<file path="config.mk">
export PLATFORM = sky130hd
export DESIGN_NAME = blink_multi
export DESIGN_NICKNAME = d
export VERILOG_FILES = /design/src/rtl/blink_multi.sv
export SDC_FILE = /design/constraint.sdc
export NUM_CORES = 1
export LEC_CHECK = 0
export ABC_AREA = 1
export CAP_MARGIN = 10
export CORE_UTILIZATION = 61
export CTS_BUF_LIST = sky130_fd_sc_hd__clkbuf_4
export DETAILED_ROUTE_END_ITERATION = 8
export HOLD_SLACK_MARGIN = 0.03
export PLACE_DENSITY = 0.84
export SLEW_MARGIN = 15
export SYNTH_ARGS = -nofsm -noshare
export SYNTH_HDL_FRONTEND = slang
export SYNTH_SLANG_ARGS = --single-unit
</file>
<file path="constraint.sdc">
create_clock -name clk -period 1.93 [get_ports clk]
set_input_delay 0.193 -clock clk [delete_from_list [all_inputs] [get_ports clk]]
set_output_delay 0.193 -clock clk [all_outputs]
set_load 0.005 [all_outputs]
</file>
<file path="src/rtl/blink_multi.sv">
// Multi-channel blink counter: independent wrap counters with programmable
// period and LED mode, registered one-cycle wrap flags and LED drive.
module blink_multi #(
  parameter int CHANNELS = 4,
  parameter int CBITS    = 12,
  localparam int CHW     = (CHANNELS > 1) ? $clog2(CHANNELS) : 1
) (
  input  logic                clk,
  input  logic                rst,
  input  logic [CHANNELS-1:0] en,
  input  logic                cfg_we,
  input  logic [CHW-1:0]      cfg_ch,
  input  logic [CBITS-1:0]    cfg_period,
  input  logic [1:0]          cfg_mode,
  output logic [CHANNELS-1:0] led,
  output logic [CHANNELS-1:0] flg
);

  typedef enum logic [1:0] {
    MODE_OFF   = 2'b00,
    MODE_ON    = 2'b01,
    MODE_BLINK = 2'b10,
    MODE_PULSE = 2'b11
  } mode_e;

  logic [CBITS-1:0]    cnt_q    [CHANNELS];
  logic [CBITS-1:0]    cnt_d    [CHANNELS];
  logic [CBITS-1:0]    period_q [CHANNELS];
  logic [CBITS-1:0]    period_d [CHANNELS];
  mode_e               mode_q   [CHANNELS];
  mode_e               mode_d   [CHANNELS];
  logic [CHANNELS-1:0] phase_q, phase_d;
  logic [CHANNELS-1:0] led_q,   led_d;
  logic [CHANNELS-1:0] flg_q,   flg_d;

  always_comb begin
    phase_d = phase_q;
    led_d   = led_q;
    flg_d   = '0;
    for (int unsigned i = 0; i < CHANNELS; i++) begin
      cnt_d[i]    = cnt_q[i];
      period_d[i] = period_q[i];
      mode_d[i]   = mode_q[i];

      // Channels at or above CHANNELS never match, so out-of-range writes drop out.
      if (cfg_we && (cfg_ch == CHW'(i))) begin
        period_d[i] = cfg_period;
        mode_d[i]   = mode_e'(cfg_mode);
        cnt_d[i]    = '0;
        phase_d[i]  = 1'b0;
        led_d[i]    = 1'b0;
      end else if (en[i]) begin
        if (cnt_q[i] == period_q[i]) begin
          cnt_d[i]   = '0;
          phase_d[i] = ~phase_q[i];
          flg_d[i]   = 1'b1;
        end else begin
          cnt_d[i]   = cnt_q[i] + CBITS'(1);
        end

        case (mode_q[i])
          MODE_OFF:   led_d[i] = 1'b0;
          MODE_ON:    led_d[i] = 1'b1;
          MODE_BLINK: led_d[i] = phase_d[i];
          MODE_PULSE: led_d[i] = flg_d[i];
        endcase
      end
    end
  end

  always_ff @(posedge clk) begin
    if (!rst) begin
      for (int unsigned i = 0; i < CHANNELS; i++) begin
        cnt_q[i]    <= '0;
        period_q[i] <= '1;
        mode_q[i]   <= MODE_BLINK;
      end
      phase_q <= '0;
      led_q   <= '0;
      flg_q   <= '0;
    end else begin
      cnt_q    <= cnt_d;
      period_q <= period_d;
      mode_q   <= mode_d;
      phase_q  <= phase_d;
      led_q    <= led_d;
      flg_q    <= flg_d;
    end
  end

  assign led = led_q;
  assign flg = flg_q;

endmodule
</file>
==> flow_metrics.py, run 1 <==
metrics = {
    "grt": {
        "global_route_wire_length_before_repair_um": 19900,
        "globalRouteTotalUtil_pct": 28.5,
        "global_route_total_overflow": 0,
        "pin_count_of_the_biggest_net_entering_global_routing": 23,
        "first_global_vias": 4510,
        "initial_antenna_violation_count": 0,
    },
    "critical_path": {
        "crit_path_max_incr_delay_ps": 490,
        "setup.worst_path.class": "flip-flop to flip-flop",
        "crit_buf_inv": 0,
        "crit_path_end_kind": "flip-flop",
        "timing.critical_path.arrival_ps": 2090,
        "required_ps": 2300,
        "crit_start": "cnt_q[26]",
        "timing.rr.start": "cnt_q[26]",
        "worstPathCellList": "xnor2_1 -> nand2_1 -> nor2_1 -> nand3_1 -> o21bai_2 -> a21oi_1",
        "critical_path.slowest_cell": "sky130_fd_sc_hd__o21bai_2",
        "crit_family": "compound AO/OA/AOI/OAI gates",
        "crit_path_max_fanout": 12,
        "worst_setup_path_start_kind": "flip-flop",
    },
    "yosys": {
        "post_synth_main_area_contributors": "sky130_fd_sc_hd__dfxtp_1, sky130_fd_sc_hd__nand2_1, sky130_fd_sc_hd__inv_1",
        "post_synth_instance_area_sq_um": 5410,
        "avgSynthCellArea_sq_um": 7.07,
        "seq_area_frac_synth_pct": 43.0,
        "synth-warning-count": 0,
        "yosysTopAreaCellShare_pct": 43.0,
        "asyncSetResetFlopFracSynth_pct": 0,
        "most_used_flip_flop_cell_after_synthesis": "sky130_fd_sc_hd__dfxtp_1",
        "yosys.cell_types.count": 30,
        "synth-edff-count": 0,
        "synth_nets": 791,
        "syn_inst": 764,
        "synth_top_area_cell": "sky130_fd_sc_hd__dfxtp_1",
        "postSynthRegisterBits": 116,
    },
    "clock_network": {
        "clk-insertion-delay-late_ps": 510,
        "cts.reportedPaths.clkPinSlew_ps": 100,
        "numClockSinks": 116,
        "tritoncts": "yes",
        "cts_hold_buffers": 1,
        "clock-root-buffer": "sky130_fd_sc_hd__clkbuf_4",
        "clock_path_buffers": 2,
        "ctsHtreeMaxLevel": 4,
        "post_cts.repair.setup_buffers": 0,
        "post_cts.resized_instances": 0,
        "cts-buffers-inserted": 17,
    },
    "power": {
        "power.total_mw": 4.91,
        "power_density_nw_per_um2": 796,
        "ir_worst_vdd_uv": 461,
        "power.leakage_nw": 2.68,
    },
    "floorplan": {
        "placementRows": 33,
        "die_area_sq_um": 9240,
        "core_region_area_sq_um": 8380,
        "die_height_um": 96.1,
        "dieWidth_um": 96.1,
        "io_pins": 31,
        "floorplan.initialDensity_pct": 64.5,
    },
    "detailed_routing": {
        "avgViaCountPerCell": 5.29,
        "final_wirelength_um": 12100,
        "routedWlPerCell_um": 13.0,
        "antenna_violating_nets_post_route": 0,
        "detail_route.drc_violations": 0,
        "drt_iter0_drc": 203,
        "vias_after_detailed_routing": 4907,
        "detail_route.first_pass.iterations": 5,
    },
    "layout": {
        "diodes": 0,
        "mostFrequentLayoutCells": "sky130_fd_sc_hd__nand2_1, sky130_fd_sc_hd__dfxtp_1, sky130_fd_sc_hd__inv_1",
        "layout.core_utilization_pct": 73.5,
        "proportion_of_layout_cells_with_a_drive_suffix_above_1_pct": 9.61,
        "area_growth_pct": 14.0,
        "nets": 836,
        "mostFrequentLayoutCell": "sky130_fd_sc_hd__nand2_1",
    },
    "timing": {
        "maxSlewHeadroom_pct": 63.3,
        "final.min_clock_period_ps": 1720,
        "finalSetupViolCount": 0,
        "final_critical_path_setup_slack_ps": 209,
        "max_slew.worst_pin.slew_ps": 551,
        "hold_violations": 0,
        "rsz0062_at_grt": "no",
        "setup_total_negative_slack_ps": 0,
        "timing_max_transition_violations_final": 0,
        "post-route-period-util_pct": 89.2,
        "clock_skew_ps": 17.5,
        "holdWs_ps": 423,
        "max_clock_freq_mhz": 581,
    },
    "placement": {
        "place.port_buffers": 30,
        "place_worst_setup_slack_ps": 128,
        "place.gp.congestion": 0.860,
        "detailed_place_hpwl_um": 8750,
    },
    "worst_hold_path": {
        "worstHoldPathType": "input port to flip-flop",
        "startpoint_of_the_worst_hold_path": "cfg_mode[1]",
    },
    "run": {
        "maxCapViolations": 0,
    },
    "run_status": {
        "status": "complete, no violations",
    },
}
tightest hold or removal path, stage by stage:
cell                              delay [ps]
sky130_fd_sc_hd__clkdlybuf4s50_1         500
sky130_fd_sc_hd__nand2_1                 110
sky130_fd_sc_hd__nand3_1                  60
worst paths after layout:
check / end / slack (ps) / cells past startpoint
max: cnt_q[35] / 210 / 6
min: mode_q[5] / 420 / 3
max reg2reg: cnt_q[35] / 210 / 6
min reg2reg: period_q[13] / 490 / 2
where the power goes:
| part | switching [mW] | total [mW] | internal, mW |
|---|---|---|---|
| Clock | 0.881 | 1.95 | 1.07 |
| Sequential | 0.0575 | 2.53 | 2.47 |
| Combinational | 0.250 | 0.423 | 0.173 |
cell families (layout without fill, tap and decap cells):
logic type / Yosys count / in the layout / synth area share [%]
XOR/XNOR: 34 / 34 / 5.51
AND/OR/NAND/NOR: 415 / 415 / 33.2
AO/OA/AOI/OAI: 77 / 77 / 8.56
adder cells (fa/ha/maj): 4 / 4 / 0.926
flip-flops: 116 / 116 / 43.0
buffers and inverters: 118 / 176 / 8.87
layout make-up:
cell class | instances | area, sq um
Timing Repair Buffer | 46 | 418
Clock buffer | 21 | 158
Sequential cell | 116 | 2320
Fill cell | 685 | 2220
Tap cell | 105 | 131
Inverter | 98 | 368
Clock inverter | 11 | 159
Multi-Input combinational cell | 530 | 2600
metal layers:
metal / up-vias / wire length [um] / GRT usage [%] / share of wire, %
li1: 2489 / - / - / -
met5: - / 0 / 0 / 0
met4: 0 / 306 / 14.4 / 2.5
met3: 37 / 829 / 5.61 / 6.9
met1: 2230 / 5010 / 34.1 / 42
met2: 151 / 5920 / 48.2 / 49
Yosys cell counts (8+ instances only):
| cell type | instances |
|---|---|
| sky130_fd_sc_hd__nand2_1 | 245 |
| sky130_fd_sc_hd__dfxtp_1 | 116 |
| sky130_fd_sc_hd__inv_1 | 92 |
| sky130_fd_sc_hd__nor2_1 | 84 |
| sky130_fd_sc_hd__nand3_1 | 45 |
| sky130_fd_sc_hd__a21oi_1 | 27 |
| sky130_fd_sc_hd__o211ai_1 | 24 |
| sky130_fd_sc_hd__o21ai_0 | 18 |
| sky130_fd_sc_hd__xnor2_1 | 18 |
| sky130_fd_sc_hd__xor2_1 | 16 |
| sky130_fd_sc_hd__clkbuf_1 | 8 |
| sky130_fd_sc_hd__nor3b_1 | 8 |
per-stage QoR:
step | cells | area (sq um)
after detailed placement | 894 | 5830
after global placement | 894 | 5830
final | 927 | 6160
after floorplan | 764 | 5410
after CTS | 927 | 6160
after global routing | 927 | 6160
sequential cells by signal, indices dropped and copies added, names as in the netlist:
name / flops
cnt_q: 48
phase_q: 4
flg: 4
period_q: 48
led: 4
mode_q: 8
(Power assumes the default switching activity.)
==> inputs of run 2 (changes only) <==
- CAP_MARGIN: 10 -> not set
- CORE_UTILIZATION: 61 -> 37
- CTS_BUF_LIST: sky130_fd_sc_hd__clkbuf_4 -> sky130_fd_sc_hd__clkbuf_8
- PLACE_DENSITY: 0.84 -> 0.57
==> run 2 against run 1 <==
Compared with the run above: sequential cell count unchanged; die area grew 63%; critical path depth is 2 higher; critical endpoint is now cnt_q[34]; largest cell class unchanged.
==> flow_metrics.py, run 2 (synthesized netlist as in run 1, its figures left out) <==
metrics = {
    "run_status": {
        "status": "complete, no violations",
    },
    "timing": {
        "timing_max_transition_violations_final": 0,
        "holdWs_ps": 111,
        "max_slew.worst_pin.slew_ps": 538,
        "setup_total_negative_slack_ps": 0,
        "hold_violations": 0,
        "maxSlewHeadroom_pct": 64.1,
        "post-route-period-util_pct": 87.4,
        "rsz0062_at_grt": "no",
        "final.min_clock_period_ps": 1690,
        "clock_skew_ps": 4.71,
        "max_clock_freq_mhz": 593,
        "finalSetupViolCount": 0,
    },
    "critical_path": {
        "crit_path_max_incr_delay_ps": 500,
        "crit_buf_inv": 1,
        "setup.worst_path.class": "flip-flop to flip-flop",
        "crit_family": "simple AND/OR/NAND/NOR gates",
        "r2r_cell_count": 8,
        "crit_path_end_kind": "flip-flop",
        "crit_path_max_fanout": 12,
        "timing.rr.start": "cnt_q[29]",
        "critical_path.slowest_cell": "sky130_fd_sc_hd__o21bai_2",
        "timing.critical_path.arrival_ps": 1990,
        "required_ps": 2240,
        "crit_path_frequent_cell": "sky130_fd_sc_hd__nand2_1",
        "register_to_register_setup_slack_ps": 240,
        "worstPathCellList": "inv_1 -> nand2_1 -> nand2_1 -> nand2_1 -> nor2_1 -> nand3_1 -> o21bai_2 -> nor2_1",
        "worst_setup_path_start_kind": "flip-flop",
        "r2r_end": "cnt_q[34]",
    },
    "layout": {
        "mostFrequentLayoutCells": "sky130_fd_sc_hd__nand2_1, sky130_fd_sc_hd__dfxtp_1, sky130_fd_sc_hd__inv_1",
        "layout.filler_cells": 1434,
        "biggestRegsByFlops": "cnt_q (48), period_q (48), mode_q (8)",
        "ff_latch_area_sq_um": 2320,
        "nets": 836,
        "mostFrequentLayoutCell": "sky130_fd_sc_hd__nand2_1",
        "area_growth_pct": 16.4,
        "multiInputGateArea_sq_um": 2610,
        "proportion_of_layout_cells_with_a_drive_suffix_above_1_pct": 9.26,
        "diodes": 0,
    },
    "detailed_routing": {
        "vias_after_detailed_routing": 4707,
        "drt_iter0_drc": 293,
        "detail_route.drc_violations": 0,
        "avgViaCountPerCell": 4.70,
        "antenna_violating_nets_post_route": 0,
        "detail_route.first_pass.iterations": 5,
        "routedWlPerCell_um": 12.7,
        "final_wirelength_um": 12700,
    },
    "floorplan": {
        "io_pins": 31,
        "core_region_area_sq_um": 14000,
        "die_area_sq_um": 15100,
        "die_height_um": 123,
        "floorplan.initialDensity_pct": 38.5,
        "dieWidth_um": 123,
        "placementRows": 43,
    },
    "grt": {
        "initial_antenna_violation_count": 0,
        "global_route_total_overflow": 0,
        "pin_count_of_the_biggest_net_entering_global_routing": 29,
        "first_global_vias": 4600,
        "globalRouteTotalUtil_pct": 18.4,
        "global_route_wire_length_before_repair_um": 21100,
    },
    "run": {
        "maxCapViolations": 0,
    },
    "worst_hold_path": {
        "worstHoldPathCells": 3,
        "min_to": "cnt_q[13]",
        "startpoint_of_the_worst_hold_path": "rst",
        "worstHoldPathType": "input port to flip-flop",
    },
    "placement": {
        "place.port_buffers": 30,
        "place.gp.congestion": 0.788,
        "detailed_place_hpwl_um": 9250,
    },
    "clock_network": {
        "cts.reportedPaths.clkPinSlew_ps": 70,
        "tritoncts": "yes",
        "clk-insertion-delay-late_ps": 440,
        "ctsHtreeMaxLevel": 4,
        "clock-root-buffer": "sky130_fd_sc_hd__clkbuf_8",
        "post_cts.repair.setup_buffers": 0,
        "cts-buffers-inserted": 17,
        "clock_path_buffers": 2,
        "numClockSinks": 116,
    },
    "power": {
        "power_density_nw_per_um2": 783,
        "power.leakage_nw": 2.72,
        "ir_worst_vdd_uv": 515,
    },
}
-- run 2: how the worst max path moves through the flow --
stage / startpoint / endpoint / depth (start not counted) / slack (ps)
after CTS: cnt_q[36] / cnt_q[46] / 7 / 190
after global placement: cfg_ch[0] / cnt_q[11] / 10 / 120
after detailed placement: cfg_ch[0] / cnt_q[11] / 10 / 90
after global routing: cnt_q[28] / cnt_q[26] / 7 / 6
after floorplan: cnt_q[24] / cnt_q[34] / 7 / 560
final: cnt_q[29] / cnt_q[34] / 8 / 240
-- run 2: worst reg2reg max path, delay by kind of cell (launching register included) --
kind	cells	cell delay [ps]
simple gates	6	640
compound gates	1	500
flops	1	330
buf+inv	1	100
-- run 2: power by group --
part / total (mW) / internal, mW / leakage, nW / switching [mW]
logic: 0.419 / 0.172 / 1.57 / 0.246
registers: 2.53 / 2.47 / 0.945 / 0.0561
clock network: 1.98 / 1.06 / 0.202 / 0.923
-- run 2: cell type report --
| cell class | instances | share of cell area [%] |
|---|---|---|
| multi-input cells | 530 | 41.5 |
| inverters | 98 | 5.84 |
| flip-flops and latches | 116 | 36.9 |
| repair buffers | 46 | 6.60 |
| clock buffers | 23 | 5.03 |
| clock inverters | 8 | 0.557 |
| well taps | 180 | 3.58 |
-- run 2: what timing repair did --
action	in CTS	in global routing
gates resized for setup	0	1
hold buffers	0	0
endpoints found under the setup margin	0	11
-- run 2: metal layers --
layer	vias to the layer above	share of wire [%]	wire length [um]	global-route usage, %
met5	-	0	0	0
met4	0	0.88	112	6.02
met3	9	5.4	687	4.74
met2	80	48	6060	30.7
met1	2138	46	5810	22.9
li1	2480	-	-	-
-- run 2: metrics by stage --
stage	utilization (%)	setup slack, ps	instances	instance area [sq um]	power (mW)
after floorplan	-	557	764	5410	2.83
after global placement	42.3	120	970	5930	2.99
after detailed placement	42.3	86.7	970	5930	3.00
after CTS	44.8	194	1001	6290	4.99
after global routing	44.8	5.62	1001	6290	5.17
final	44.8	244	1001	6290	4.93
==> inputs of run 3 (changes only) <==
- ABC_AREA: 1 -> 0
- CELL_PAD_IN_SITES_DETAIL_PLACEMENT: not set -> 0
- CELL_PAD_IN_SITES_GLOBAL_PLACEMENT: not set -> 2
- PLACE_DENSITY: 0.57 -> 0.83
- SKIP_LAST_GASP: not set -> 1
==> run 3 against run 2 <==
Compared with the run above: clock skew is 7.4 ps higher; area after synthesis is 3.5% higher; power is 6.2% higher; hold slack worse by 4.9 ps; the run now ends with design-rule violations left; wire length is 8.0% higher; highest routed layer unchanged; largest power group unchanged; combinational power hardly changed.
==> flow_metrics.py, run 3 <==
metrics = {
    "yosys": {
        "synth_top_area_cell": "sky130_fd_sc_hd__dfxtp_1",
        "asyncSetResetFlopFracSynth_pct": 0,
        "yosysTopAreaCellShare_pct": 41.5,
        "syn_inst": 670,
        "avgSynthCellArea_sq_um": 8.35,
        "post_synth_and_or_nand_nor_area_fraction_pct": 34.2,
        "post_synth_instance_area_sq_um": 5590,
        "synthAdderAreaFrac_pct": 0.895,
        "synth-warning-count": 0,
        "post_synth_main_area_contributors": "sky130_fd_sc_hd__dfxtp_1, sky130_fd_sc_hd__nand2_1, sky130_fd_sc_hd__nand3_1",
        "synth_nets": 697,
        "yosys.cell_types.count": 51,
        "postSynthRegisterBits": 116,
        "synth_top_family_by_area": "simple AND/OR/NAND/NOR gates",
        "yosys.area_share.xor_xnor_pct": 11.9,
        "ys_top_cells_by_count": "sky130_fd_sc_hd__nand2_1, sky130_fd_sc_hd__dfxtp_1, sky130_fd_sc_hd__nand3_1, sky130_fd_sc_hd__xor2_1, sky130_fd_sc_hd__xnor2_1",
        "most_used_flip_flop_cell_after_synthesis": "sky130_fd_sc_hd__dfxtp_1",
        "synth-edff-count": 0,
        "seq_area_frac_synth_pct": 41.5,
        "complex_gate_fraction_of_the_synthesized_area_pct": 7.47,
        "mux_share_of_post_synthesis_cell_area_pct": 0.179,
        "most_frequently_used_cell_type_in_the_post_synthesis_netlist": "sky130_fd_sc_hd__nand2_1",
    },
    "timing": {
        "max_slew.worst_pin.slew_ps": 466,
        "hold_violations": 0,
        "rsz0062_at_grt": "no",
        "max_clock_freq_mhz": 554,
        "setup_total_negative_slack_ps": 0,
        "timing_max_transition_violations_final": 0,
        "post-route-period-util_pct": 93.5,
        "finalSetupViolCount": 0,
        "final.min_clock_period_ps": 1800,
        "clock_skew_ps": 12.1,
        "maxSlewHeadroom_pct": 68.9,
    },
    "layout": {
        "area_growth_pct": 18.3,
        "biggestRegsByFlops": "cnt_q (48), period_q (48), mode_q (8)",
        "diodes": 0,
        "layout.filler_cells": 1468,
        "layout.core_utilization_pct": 45.2,
        "nets": 745,
        "design_area_sq_um": 6610,
        "proportion_of_layout_cells_with_a_drive_suffix_above_1_pct": 12.6,
        "stdcell_count": 915,
        "mostFrequentLayoutCell": "sky130_fd_sc_hd__nand2_1",
        "mostFrequentLayoutCells": "sky130_fd_sc_hd__nand2_1, sky130_fd_sc_hd__dfxtp_1, sky130_fd_sc_hd__nand3_1",
    },
    "grt": {
        "global_route_total_overflow": 0,
        "global_route_wire_length_before_repair_um": 22600,
        "first_global_vias": 4459,
        "globalRouteTotalUtil_pct": 18.5,
        "pin_count_of_the_biggest_net_entering_global_routing": 37,
        "initial_antenna_violation_count": 0,
    },
    "power": {
        "power.leakage_nw": 2.64,
        "power.combinational.fraction_pct": 8.0,
        "power_density_nw_per_um2": 791,
        "switching_share_pct": 25.5,
        "ir_worst_vdd_uv": 616,
        "clockPowerShare_pct": 43.7,
        "net-switching-power_mw": 1.33,
        "p_int_mw": 3.90,
        "share_seq_of_total_power_pct": 48.3,
        "power.total_mw": 5.23,
    },
    "run_status": {
        "failed_checks": "design-rule violations",
        "status": "complete, but fails checks",
    },
    "clock_network": {
        "ctsHtreeMaxLevel": 4,
        "numClockSinks": 116,
        "clock-root-buffer": "sky130_fd_sc_hd__clkbuf_8",
        "clock_path_buffers": 2,
        "tritoncts": "yes",
        "clk-insertion-delay-late_ps": 440,
        "cts.reportedPaths.clkPinSlew_ps": 70,
        "cts-buffers-inserted": 17,
    },
    "detailed_routing": {
        "avgViaCountPerCell": 5.13,
        "detail_route.first_pass.iterations": 6,
        "routedWlPerCell_um": 15.0,
        "antenna_violating_nets_post_route": 0,
        "topRoutingLayerUsed": "met4",
        "wl_met3_um": 602,
        "m1WireLength_um": 6650,
        "drt_iter0_drc": 334,
        "final_wirelength_um": 13700,
        "detail_route.drc_violations": 5,
        "route.met2.wl_um": 6330,
        "vias_after_detailed_routing": 4690,
    },
    "critical_path": {
        "worst_setup_path_start_kind": "flip-flop",
        "setup.worst_path.class": "flip-flop to flip-flop",
        "crit_path_end_kind": "flip-flop",
        "required_ps": 2310,
        "r2r_end": "led[0]",
        "crit_path_max_fanout": 8,
        "register_to_register_setup_slack_ps": 130,
        "timing.critical_path.arrival_ps": 2180,
        "timing.rr.start": "cnt_q[39]",
        "r2r_cell_count": 5,
    },
    "worst_hold_path": {
        "worstHoldPathType": "input port to flip-flop",
        "startpoint_of_the_worst_hold_path": "rst",
        "worstHoldPathCells": 2,
        "min_to": "period_q[38]",
    },
    "run": {
        "maxCapViolations": 0,
    },
    "floorplan": {
        "io_pins": 31,
        "die_area_sq_um": 15600,
        "die_height_um": 125,
        "placementRows": 44,
        "core_region_area_sq_um": 14600,
        "dieWidth_um": 125,
        "floorplan.initialDensity_pct": 38.2,
    },
    "placement": {
        "place.gp.congestion": 0.794,
        "detailed_place.area_sq_um": 6210,
        "placed_cells": 883,
        "place.port_buffers": 30,
        "detailed_place_hpwl_um": 9840,
    },
}
==> run 3: changes by cell type after synthesis, moves of 13 or more <==
cell	previous run	this run
sky130_fd_sc_hd__and2_1	0	19
sky130_fd_sc_hd__and3_1	0	13
sky130_fd_sc_hd__clkbuf_1	8	23
sky130_fd_sc_hd__inv_1	92	2
sky130_fd_sc_hd__nand2_1	245	140
sky130_fd_sc_hd__nand2b_1	0	20
sky130_fd_sc_hd__nand3_1	45	76
sky130_fd_sc_hd__nand4_1	2	17
sky130_fd_sc_hd__nor2_1	84	18
sky130_fd_sc_hd__o211ai_1	24	1
sky130_fd_sc_hd__xnor2_1	18	31
sky130_fd_sc_hd__xor2_1	16	41
==> run 3: how the worst max path moves through the flow <==
stage | startpoint | end | slack, ps | depth (start not counted)
3_3_place_gp | cfg_ch[1] | cnt_q[41] | 50 | 6
6_report | cnt_q[39] | led[0] | 130 | 5
3_5_place_dp | cfg_ch[1] | cnt_q[41] | -30 | 6
4_1_cts | cnt_q[39] | led[0] | 150 | 5
2_1_floorplan | cnt_q[36] | phase_q[0] | 380 | 6
5_1_grt | cnt_q[39] | led[0] | 50 | 5
==> run 3: per-layer routing <==
layer	track usage, %	vias up
met5	0	-
met4	4.66	0
met3	5.31	11
met2	29.8	67
met1	24.3	2226
li1	-	2386
==> run 3: timing repair <==
| item | CTS | global route |
|---|---|---|
| setup buffers | 0 | 0 |
| hold buffers | 0 | 0 |
| setup endpoints to repair | 0 | 8 |
| resized for setup | 0 | 1 |
==> run 3: critical path, stage by stage (launching register included) <==
cell	delay [ps]
sky130_fd_sc_hd__dfxtp_1	540
sky130_fd_sc_hd__xor2_2	220
sky130_fd_sc_hd__nor4_4	70
sky130_fd_sc_hd__and3_1	300
sky130_fd_sc_hd__or4_1	540
sky130_fd_sc_hd__nand3_1	80
==> run 3: area by class of cell <==
class / count / area, sq um / area share [%]
multi-input cells: 511 / 3060 / 46.2
flip-flops and latches: 116 / 2320 / 35.1
repair buffers: 70 / 596 / 9.00
clock buffers: 20 / 275 / 4.16
well taps: 184 / 230 / 3.48
clock inverters: 12 / 128 / 1.93
inverters: 2 / 7.51 / 0.114
==> run 3: cell families after synthesis <==
family | after synthesis
AND/OR/NAND/NOR | 369
flip-flops | 116
XOR/XNOR | 74
AO/OA/AOI/OAI | 63
buffers and inverters | 43
adder cells (fa/ha/maj) | 4
multiplexers | 1
==> run 3: power groups by stage <==
stage / combinational (mW) / clock (mW) / sequential (mW)
after global routing: 0.464 / 2.47 / 2.54
after detailed placement: 0.418 / 0 / 2.59
after floorplan: 0.262 / 0 / 2.56
final: 0.416 / 2.29 / 2.53
after global placement: 0.411 / 0 / 2.58
after CTS: 0.421 / 2.34 / 2.53
==> run 3: stage by stage <==
| step | hold WS (ps) | setup WS, ps |
|---|---|---|
| finish | 106 | 125 |
| global route | 96.5 | 49.9 |
| CTS | 73.0 | 145 |
| detailed placement | 480 | -25.3 |
| global placement | 473 | 49.3 |
| floorplan | 317 | 377 |
